==> src/rtl/pipelined_array_mult.sv <==
// Pipelined carry-save array multiplier, unsigned or Baugh-Wooley signed per transaction.
// Sum/carry vectors travel between stages; only the last stage resolves them with a carry-propagate add.
module pipelined_array_mult #(
    parameter int unsigned WIDTH          = 8,
    parameter int unsigned ROWS_PER_STAGE = 2
) (
    input  logic                 clk,
    input  logic                 rst,
    input  logic                 in_valid_i,
    output logic                 in_ready_o,
    input  logic                 in_signed_i,
    input  logic [WIDTH-1:0]     in_a_i,
    input  logic [WIDTH-1:0]     in_b_i,
    output logic                 out_valid_o,
    input  logic                 out_ready_i,
    output logic [2*WIDTH-1:0]   out_p_o,
    output logic                 out_signed_o
);

    localparam int unsigned LATENCY = WIDTH / ROWS_PER_STAGE;
    localparam int unsigned PW      = 2 * WIDTH;
    localparam int unsigned NREG    = (LATENCY > 1) ? LATENCY - 1 : 1;

    localparam logic [WIDTH-1:0] MSB_MASK = {1'b1, {(WIDTH-1){1'b0}}};
    localparam logic [PW-1:0]    BW_CONST = (PW'(1) << WIDTH) | (PW'(1) << (PW - 1));

    if (WIDTH < 2 || (WIDTH % ROWS_PER_STAGE) != 0) begin : g_param_check
        $error("pipelined_array_mult: WIDTH must be >= 2 and divisible by ROWS_PER_STAGE");
    end

    // Adds ROWS_PER_STAGE partial-product rows, starting at row 'first', into a sum/carry pair.
    function automatic logic [2*PW-1:0] add_rows(
        input logic [PW-1:0]    s_in,
        input logic [PW-1:0]    c_in,
        input logic [WIDTH-1:0] a,
        input logic [WIDTH-1:0] b,
        input logic             sg,
        input int unsigned      first
    );
        logic [PW-1:0]    s, c, row, cy;
        logic [WIDTH-1:0] pp, b_sh, inv;
        int unsigned      i;
        s = s_in;
        c = c_in;
        for (int unsigned r = 0; r < ROWS_PER_STAGE; r++) begin
            i    = first + r;
            b_sh = b >> i;
            pp   = a & {WIDTH{b_sh[0]}};
            inv  = (i == WIDTH - 1) ? ~MSB_MASK : MSB_MASK;
            if (sg) begin
                pp = pp ^ inv;
            end
            row = PW'(pp) << i;
            cy  = (s & c) | (s & row) | (c & row);
            s   = s ^ c ^ row;
            c   = cy << 1;
        end
        return {s, c};
    endfunction

    logic stall_c;

    logic [PW-1:0]    s_src  [LATENCY];
    logic [PW-1:0]    c_src  [LATENCY];
    logic [WIDTH-1:0] a_src  [LATENCY];
    logic [WIDTH-1:0] b_src  [LATENCY];
    logic             sg_src [LATENCY];
    logic             v_src  [LATENCY];
    logic [PW-1:0]    s_d    [LATENCY];
    logic [PW-1:0]    c_d    [LATENCY];

    logic [PW-1:0]    s_q  [NREG];
    logic [PW-1:0]    c_q  [NREG];
    logic [WIDTH-1:0] a_q  [NREG];
    logic [WIDTH-1:0] b_q  [NREG];
    logic             sg_q [NREG];
    logic             v_q  [NREG];

    logic [PW-1:0]    out_p_q;
    logic             out_valid_q;
    logic             out_signed_q;

    assign stall_c    = out_valid_q & ~out_ready_i;
    assign in_ready_o = ~stall_c;

    for (genvar k = 0; k < LATENCY; k++) begin : g_stg
        if (k == 0) begin : g_in
            // Stage 0 rows are built straight from the ports; Baugh-Wooley constants seed the sum.
            assign s_src[k]  = in_signed_i ? BW_CONST : '0;
            assign c_src[k]  = '0;
            assign a_src[k]  = in_a_i;
            assign b_src[k]  = in_b_i;
            assign sg_src[k] = in_signed_i;
            assign v_src[k]  = in_valid_i;
        end else begin : g_fwd
            assign s_src[k]  = s_q[k-1];
            assign c_src[k]  = c_q[k-1];
            assign a_src[k]  = a_q[k-1];
            assign b_src[k]  = b_q[k-1];
            assign sg_src[k] = sg_q[k-1];
            assign v_src[k]  = v_q[k-1];
        end

        assign {s_d[k], c_d[k]} = add_rows(s_src[k], c_src[k], a_src[k], b_src[k],
                                           sg_src[k], k * ROWS_PER_STAGE);

        if (k < LATENCY - 1) begin : g_reg
            always_ff @(posedge clk or posedge rst) begin
                if (rst) begin
                    s_q[k]  <= '0;
                    c_q[k]  <= '0;
                    a_q[k]  <= '0;
                    b_q[k]  <= '0;
                    sg_q[k] <= 1'b0;
                    v_q[k]  <= 1'b0;
                end else if (!stall_c) begin
                    s_q[k]  <= s_d[k];
                    c_q[k]  <= c_d[k];
                    a_q[k]  <= a_src[k];
                    b_q[k]  <= b_src[k];
                    sg_q[k] <= sg_src[k];
                    v_q[k]  <= v_src[k];
                end
            end
        end
    end

    // Final stage: resolve sum/carry into the registered product.
    always_ff @(posedge clk or posedge rst) begin
        if (rst) begin
            out_valid_q  <= 1'b0;
            out_p_q      <= '0;
            out_signed_q <= 1'b0;
        end else if (!stall_c) begin
            out_valid_q  <= v_src[LATENCY-1];
            out_p_q      <= s_d[LATENCY-1] + c_d[LATENCY-1];
            out_signed_q <= sg_src[LATENCY-1];
        end
    end

    assign out_valid_o  = out_valid_q;
    assign out_p_o      = out_p_q;
    assign out_signed_o = out_signed_q;

endmodule

==> config.mk <==
export PLATFORM = sky130hd
export DESIGN_NAME = pipelined_array_mult
export DESIGN_NICKNAME = d
export VERILOG_FILES = /design/src/rtl/pipelined_array_mult.sv
export SDC_FILE = /design/constraint.sdc
export NUM_CORES = 1
export LEC_CHECK = 0
export ABC_AREA = 1
export CAP_MARGIN = 40
export CORE_AREA = 2 2 106 108
export DETAILED_ROUTE_END_ITERATION = 12
export DIE_AREA = 0 0 108 110
export GPL_ROUTABILITY_DRIVEN = 0
export PLACE_DENSITY = 0.8
export SYNTH_ARGS = -nofsm -noshare
export SYNTH_HDL_FRONTEND = slang
export SYNTH_SLANG_ARGS = --single-unit
==> constraint.sdc <==
create_clock -name clk -period 6.5 [get_ports clk]
set_input_delay 0.65 -clock clk [delete_from_list [all_inputs] [get_ports clk]]
set_output_delay 0.65 -clock clk [all_outputs]
set_load 0.005 [all_outputs]
==> Yosys cells after proc, flatten, opt, wreduce, memory -nomap -nowiden <==
Cells that the tools add are included.
{ "totals": {"register_bits": 165, "elab_cells": 101, "inputBits": 21} }
{ "op_classes": {"muxes": 9, "bitwise": 70, "n_addsub": 1} }
{ "op_table": {"columns": ["operator", "count"], "rows": [
  ["$or A15 B15 Y15", 14],
  ["$and A15 B15 Y15", 9],
  ["$xor A16 B16 Y16", 7],
  ["$and A8 B8 Y8", 8],
  ["$mux W8", 7],
  ["$and A15 B10 Y15", 2],
  ["$and A15 B11 Y15", 2],
  ["$and A15 B12 Y15", 2],
  ["$and A15 B13 Y15", 2],
  ["$and A15 B14 Y15", 2],
  ["$and A15 B9 Y15", 2],
  ["$add A16 B16 Y16", 1],
  ["$mux W16", 1],
  ["$xor A16 B10 Y16", 1],
  ["$xor A16 B11 Y16", 1],
  ["$xor A16 B12 Y16", 1],
  ["$xor A16 B13 Y16", 1],
  ["$xor A16 B14 Y16", 1],
  ["$xor A16 B15 Y16", 1],
  ["$xor A16 B8 Y16", 1],
  ["$xor A16 B9 Y16", 1],
  ["$and A15 B8 Y15", 1],
  ["$not A1 Y1", 9],
  ["$mux W7", 1],
  ["other kinds (2)", 2]
]} }

==> Depth between registers and ports, before layout <==
Gate-level depths: netlist (run 1).
{ "depth": {"ltp_word": 10, "ltp_mapped": 18} }

==> Least setup slack after synthesis (run 1) <==
Ideal clock, no wire load.
{ "synth_path": {"path_type": "reg2reg", "start": "register b_q[6] in the netlist's numbering", "end": "register out_p_q[14], in the netlist out_p_o[14]", "path_stages_with_launch": 17, "slack_ps": 3744, "required_time_ps": 6383, "arrival_time_ps": 2638, "synth_period_minus_slack_ps": 2756, "setup_ps": 117, "cell_sequence": "dfrtp_1 -> clkbuf_1 -> nand2_1 -> inv_1 -> fa_1 -> fa_1 -> ha_1 -> inv_1 -> fa_1 -> inv_1 -> nand2_1 -> nand2_1 -> nand3b_1 -> nand2_1 -> nand2_1 -> nand3_1 -> nand2_1"} }
{ "synth_between": {"elab_chain_len": 9, "elab_cells_between_ends": 16, "classes_between": "1 x add/sub; 1 x mux; 14 x bitwise"} }
{ "synth_lines": {"columns": ["item", "line", "text"], "rows": [
  ["from (decl)", "75", "logic [WIDTH-1:0] b_q [NREG];"],
  ["from (signal, indexed assignment)", "120", "b_q[k] <= b_src[k];"],
  ["$and A8 B8 Y8 *", "48", "pp = a & {WIDTH{b_sh[0]}};"],
  ["$mux W8 *", "50", "if (sg) begin"],
  ["$and A15 B14 Y15 / $mux W8 (equally long branches)", "54, 50", null],
  ["$or A15 B15 Y15 / $and A15 B14 Y15 (equally long branches)", "54", "cy = (s & c) | (s & row) | (c & row);"],
  ["$or A15 B15 Y15", "54", null],
  ["$and A15 B15 Y15 / $or A15 B15 Y15 (equally long branches)", "54", null],
  ["$or A15 B15 Y15 / $xor A16 B16 Y16 (equally long branches)", "54, 55", null],
  ["$or A15 B15 Y15 / $xor A16 B15 Y16 (equally long branches)", "54, 55", null],
  ["$add A16 B16 Y16 *", "136", "out_p_q <= s_d[LATENCY-1] + c_d[LATENCY-1];"],
  ["to (signal assigned)", "136", null],
  ["to (decl)", "79", "logic [PW-1:0] out_p_q;"]
]} }
Every way passes the cells marked *; elsewhere a longest branch is shown, timed or not.
A chain may end at the register's enable or synchronous reset.

==> Worst setup path after layout (run 1) <==
Same ends and word-level chain as after synthesis.

==> results.py, run 1 <==
metrics = {
    "power_and_ir_drop": {
        "ir_drop_mv": 0.4368,
        "power.density_mw_per_mm2": 563.3,
        "total_leakage_power_uw": 0.004156,
    },
    "clock_network": {
        "clock_latency_ps": 510,
        "holdBufCountCts": 0,
        "cts_sinks": 117,
        "cts_buffers": 17,
        "cts_root_buffer": "clkbuf_8",
        "postCtsSetupRepairBufs": 0,
        "clock_path_buffers": 2,
        "ctsResizeCount": 0,
        "cts_tree": "done",
        "path_clk_slew_ps": 60,
        "h-tree-depth": 4,
    },
    "worst_setup_path": {
        "critical_path_class": "register to register",
        "r2r-start": "b_q[6]",
        "worst-path-buf-inv": 5,
        "slowest_delay_ps": 490,
        "worst-path-stages": 17,
        "cp.arrival_ps": 3290,
        "reg2reg_to": "out_p_o[14]",
        "cp_cell_sequence": "nand2_1, inv_1, fa_1, inv_1, fa_1, inv_1, ha_1, inv_1, fa_1, inv_1, nand2_1, nand2_1, nand3b_1, nand2_1, nand2_1, nand3_1, nand2_1",
        "critPathSlowestCell": "fa_1",
        "cp_max_fo": 9,
        "endpoint_kind": "register",
        "ff2ff_path_depth": 17,
        "cpMostUsedCell": "nand2_1",
        "required_ps": 6900,
        "r2r_setup_slack_ps": 3610,
        "cp_top_family": "adder cells",
        "start_kind": "register",
    },
    "drt": {
        "vias": 4571,
        "wl_per_cell_um": 13.72,
        "wl_met3_um": 462,
        "drt_pass1_iterations": 4,
        "route.detailed.drc": 0,
        "drt-initial-drc-count": 241,
        "routed.top_layer": "met4",
        "drt-met1-wl_um": 5390,
        "avgViaCountPerCell": 5.007,
        "drt_wl_total_um": 12520,
        "ant_nets": 0,
        "wl_met2_um": 6477,
    },
    "synth": {
        "synthCells": 730,
        "yosysTopAreaCell": "dfrtp_1",
        "synth_warnings": 0,
        "synth_seq_cells": 117,
        "synth_top_area_share_pct": 46.25,
        "yosysSeqAreaShare_pct": 46.25,
        "ys_types": 20,
        "synth_area_leaders": "dfrtp_1 (46%), nand2_1 (20%), fa_1 (14%)",
        "synthesis.area_mm2": 0.006331,
        "synth_fp_nets": 814,
        "synth.avg_cell_area_um2": 8.673,
    },
    "floorplanning": {
        "fp.dieW_um": 108,
        "die_y_um": 110,
        "start_util_pct": 59.18,
        "row_count": 38,
        "core_mm2": 0.01070,
        "die_area_mm2": 0.01188,
        "io_pins": 40,
    },
    "sta": {
        "fin_tns_setup_ps": 0,
        "rsz0062_at_grt": "false",
        "slew_headroom_pct": 59.47,
        "post-route-period-util_pct": 44.39,
        "slew_violations": 0,
        "fin_worst_skew_ps": 7.106,
        "setup_viol": 0,
        "setup_ws_ps": 3615,
        "fmax_ghz": 0.3466,
        "hold_violations": 0,
        "holdWs_ps": 470.4,
        "period_minus_slack_ps": 2885,
        "tightest_slew_ps": 607.9,
    },
    "status": {
        "outcome": "completed",
    },
    "global_route": {
        "antenna_found_initial": 0,
        "grtUsageTotal_pct": 24.03,
        "grt_pass1_wl_um": 22000,
        "grt_pass1_vias": 4932,
        "grt.overflow.total": 0,
        "grt_max_degree": 97,
    },
    "placement": {
        "post-place-ws_ps": 3648,
        "dp.final_hpwl_um": 8156,
        "place_inst": 881,
        "numPortBuffers": 39,
    },
    "cells_and_area": {
        "finalCoreUtilization_pct": 69.27,
        "final_nets": 844,
        "syn_to_final_growth_pct": 17.06,
        "final_cells": 913,
        "drive_above_1_share_pct": 5.692,
        "diodes": 0,
    },
    "min_path": {
        "whs_path_depth": 2,
        "hold_class": "register to register",
        "hold_end": "out_p_o[1]",
        "min-delay-start": "s_q[1]",
    },
    "flow_run": {
        "max_cap_viol_count": 0,
    },
}
worst register-to-register path: cells and delay by family, from the launching register on:
family,cells,cell delay [ps]
adders and majority gates,4,1410
buffers and inverters,5,300
DFF,1,470
and+or+nand+nor,8,590
stage by stage:
step | power [uW] | area, um^2
after CTS | 4199 | 7411
after global routing | 4575 | 7411
after floorplan | 2686 | 6331
after global placement | 3059 | 6733
after detailed placement | 3216 | 6808
final | 4175 | 7411
sequential cells by signal, summed over array words and instances, names as in the netlist:
register      cells
out_valid_o       1
out_p_o          16
b_q              12
s_q              33
out_signed_o      1
c_q              24
a_q              24
sg_q              3
v_q               3
metal layers:
| layer | vias to the layer above | global-route usage [%] |
|---|---|---|
| met5 | - | 0 |
| met4 | 0 | 9.615 |
| met3 | 14 | 5.350 |
| met2 | 97 | 42.63 |
| met1 | 2242 | 28.66 |
| li1 | 2218 | - |
cell families (layout without fill, tap and decap cells):
| kind of cell | Yosys count | in the layout | synth area share (%) |
|---|---|---|---|
| and+or+nand+nor | 357 | 357 | 21.62 |
| buffers and inverters | 131 | 174 | 8.735 |
| DFF | 117 | 117 | 46.25 |
| adders and majority gates | 63 | 63 | 17.55 |
| AOI/OAI and AO/OA | 46 | 46 | 3.636 |
| xor gates and xnor gates | 16 | 16 | 2.214 |
final cells by class:
class | count | area (um^2)
timing repair buffer | 45 | 488.0
sequential | 117 | 2928
inverter | 97 | 366.6
fill | 812 | 3287
clock inverter | 14 | 175.2
tap | 140 | 175.2
clock buffer | 18 | 427.9
multi-input combinational | 482 | 2850
cells in the final DEF, fill, tap and decap left out, types with 3 or more instances in the layout:
cell type,instances
clkbuf_16,16
inv_6,3
clkinvlp_4,3
o21ai_1,6
clkinv_4,3
or2_2,3
ha_1,20
dfrtp_1,117
nand2_1,342
a21oi_1,3
xor2_1,13
inv_1,95
clkdlybuf4s50_1,39
buf_4,3
bufinv_16,3
nand3_1,8
fa_1,43
xnor2_1,3
o21ai_0,37
power by group:
| part | switching, uW | leakage (uW) | total (uW) | internal (uW) |
|---|---|---|---|---|
| clock | 347 | 0.000288 | 944 | 597 |
| sequential | 252 | 0.00146 | 1290 | 1040 |
| combinational | 1100 | 0.00241 | 1940 | 846 |
| total | 1690 | 0.00416 | 4170 | 2480 |
cell usage after synthesis, drive strengths merged:
cell type,number
nand2,342
dfrtp,117
inv,97
fa,43
o21ai,43
buf,21
ha,20
clkbuf,13
xor2,13
nand3,8
a21oi,3
nor2,3
or2,3
xnor2,3
nand3b,1
worst max path at each step:
stage	from	endpoint	slack, ps
detailed placement	b_q[6]	out_p_o[14]	3650
floorplan	rst	a_q[0]	2750
CTS	b_q[6]	out_p_o[14]	3600
global placement	b_q[6]	out_p_o[14]	3710
global route	b_q[6]	out_p_o[12]	3440
finish	b_q[6]	out_p_o[14]	3610
(Power assumes the default switching activity.)
==> run 2: changes to the inputs <==
--- a/config.mk
+++ b/config.mk
@@ -7,11 +7,11 @@
 export LEC_CHECK = 0
 export ABC_AREA = 1
 export CAP_MARGIN = 40
-export CORE_AREA = 2 2 106 108
+export CORE_AREA = 2 2 112 114
 export DETAILED_ROUTE_END_ITERATION = 12
-export DIE_AREA = 0 0 108 110
+export DIE_AREA = 0 0 114 116
 export GPL_ROUTABILITY_DRIVEN = 0
-export PLACE_DENSITY = 0.8
+export PLACE_DENSITY = 0.75
 export SYNTH_ARGS = -nofsm -noshare
 export SYNTH_HDL_FRONTEND = slang
 export SYNTH_SLANG_ARGS = --single-unit
==> constraint.sdc (replaced) <==
create_clock -name clk -period 2.5 [get_ports clk]
set_input_delay 0.25 -clock clk [delete_from_list [all_inputs] [get_ports clk]]
set_output_delay 0.25 -clock clk [all_outputs]
set_load 0.005 [all_outputs]
==> results.py, run 2 (synthesized netlist as in run 1, its figures left out) <==
metrics = {
    "sta": {
        "fin_worst_skew_ps": 10.23,
        "fin_tns_setup_ps": -787.5,
        "period_minus_slack_ps": 2752,
        "hold_violations": 0,
        "post-route-period-util_pct": 110.1,
        "tightest_slew_ps": 538.8,
        "setup_ws_ps": -251.6,
        "holdWs_ps": 232.6,
        "fmax_ghz": 0.3634,
        "slew_headroom_pct": 64.01,
        "rsz0062_at_grt": "true",
        "setup_viol": 6,
        "slew_violations": 0,
    },
    "worst_setup_path": {
        "critical_path.startpoint": "b_q[6]",
        "ff2ff_path_depth": 15,
        "cp_cell_sequence": "nand2_1, inv_2, fa_1, fa_1, ha_2, inv_2, fa_2, inv_2, nand2_2, nand2_2, nand3b_1, nand2_1, nand2_1, nand3_1, nand2_1",
        "cp.arrival_ps": 3060,
        "cp_max_fo": 4,
        "slowest_delay_ps": 510,
        "critical_path_class": "register to register",
        "reg2reg_to": "out_p_o[14]",
        "required_ps": 2800,
        "setup.worst_path.end": "out_p_o[14]",
        "cpMostUsedCell": "nand2_1",
        "start_kind": "register",
        "r2r-start": "b_q[6]",
        "r2r_setup_slack_ps": -250,
        "endpoint_kind": "register",
        "critPathSlowestCell": "fa_1",
    },
    "clock_network": {
        "path_clk_slew_ps": 50,
        "h-tree-depth": 4,
        "cts_sinks": 117,
        "cts_tree": "done",
        "clock_latency_ps": 420,
        "clock_path_buffers": 2,
        "holdBufCountCts": 0,
        "cts_buffers": 17,
        "cts_root_buffer": "clkbuf_16",
    },
    "cells_and_area": {
        "largestRegisters": "s_q: 33 flops, a_q: 24 flops, c_q: 24 flops",
        "largest_register_ffs": 33,
        "drive_above_1_share_pct": 10.69,
        "syn_to_final_growth_pct": 20.91,
        "final_common_cell": "nand2_1",
        "final_nets": 859,
        "final_cell_mix": "nand2_1 (330), dfrtp_1 (117), inv_1 (89)",
        "n_fill_cell": 977,
        "diodes": 0,
        "postLayoutCellArea_mm2": 0.007655,
        "regMostFlops": "s_q",
    },
    "global_route": {
        "grt_pass1_vias": 4697,
        "grt.overflow.total": 0,
        "antenna_found_initial": 0,
        "grt_max_degree": 123,
        "grt_pass1_wl_um": 21160,
        "grtUsageTotal_pct": 20.49,
    },
    "drt": {
        "route.detailed.drc": 0,
        "wl_per_cell_um": 13.14,
        "drt_wl_total_um": 12260,
        "drt-initial-drc-count": 277,
        "vias": 4615,
        "ant_nets": 0,
        "drt_pass1_iterations": 5,
        "avgViaCountPerCell": 4.946,
    },
    "status": {
        "violations": "negative setup slack",
        "outcome": "finished, violations left",
    },
    "power_and_ir_drop": {
        "ir_drop_mv": 0.6997,
        "total_leakage_power_uw": 0.004242,
        "power.density_mw_per_mm2": 1609,
        "power.total_uw": 12320,
    },
    "floorplanning": {
        "fp.dieW_um": 114,
        "start_util_pct": 53.15,
        "row_count": 40,
        "core_mm2": 0.01191,
        "die_area_mm2": 0.01322,
        "io_pins": 40,
        "die_y_um": 116,
    },
    "placement": {
        "place_area_mm2": 0.006920,
        "numPortBuffers": 39,
        "dp.final_hpwl_um": 8192,
        "post-place-ws_ps": -221.9,
    },
    "min_path": {
        "hold_class": "input pin to asynchronous set/reset pin",
    },
    "flow_run": {
        "max_cap_viol_count": 0,
    },
}
run 2: changes by cell type in the layout (fill, tap and decap cells not counted), moves of 5 or more:
cell      previous run  this run
inv_1               95        89
nand2_1            342       330
inv_2                1         7
buf_4                3        14
clkbuf_8             2         7
nand2_2              0         9
ha_1                20        15
run 2: worst min path at each step:
stage	end	slack (ps)	cells past startpoint
after floorplan	a_q[16]	360	2
after global placement	out_valid_o	450	1
after detailed placement	v_q[0]	450	2
after CTS	out_p_o[15]	230	2
after global routing	out_p_o[15]	250	2
final	out_p_o[12]	230	2
run 2: area by class of cell:
| type | count | area (um^2) | share of cell area (%) |
|---|---|---|---|
| multi-input cells | 482 | 2993 | 39.10 |
| clock inverters | 3 | 40.04 | 0.5230 |
| inverters | 97 | 367.9 | 4.805 |
| repair buffers | 60 | 609.3 | 7.960 |
| flip-flops and latches | 117 | 2928 | 38.25 |
| clock buffers | 27 | 533.0 | 6.963 |
| well taps | 147 | 183.9 | 2.403 |
run 2: power by group:
| group | switching, uW | total, uW | leakage, uW | internal, uW |
|---|---|---|---|---|
| clock network | 792 | 2330 | 0.000285 | 1540 |
| logic | 3520 | 6710 | 0.00250 | 3190 |
| registers | 584 | 3280 | 0.00146 | 2700 |
| total | 4890 | 12300 | 0.00424 | 7430 |
run 2: per-stage QoR:
step / utilization [%] / instances
floorplan: - / 730
global placement: 58.10 / 901
detailed placement: 58.10 / 901
CTS: 63.20 / 933
global route: 64.26 / 933
finish: 64.26 / 933
run 2: layer usage:
metal / GRT usage (%) / part of all wire (%) / up-vias
met3: 5.230 / 4.5 / 16
met5: 0 / 0 / -
met4: 8.293 / 1.3 / 0
met1: 25.98 / 43 / 2241
met2: 34.05 / 51 / 100
li1: - / - / 2258
run 2: what timing repair did:
action,4_1_cts,5_1_grt
gates resized for setup,5,31
hold endpoints to repair,0,0
buffers inserted,2,3
setup endpoints to repair,7,7
gates cloned,0,0
pin swaps,5,17
run 2: worst max-delay path: cells and delay by family, from the launching register on:
family	cells	cell delay (ps)
DFF	1	410
adders and majority gates	4	1540
buffers and inverters	3	150
and+or+nand+nor	8	550
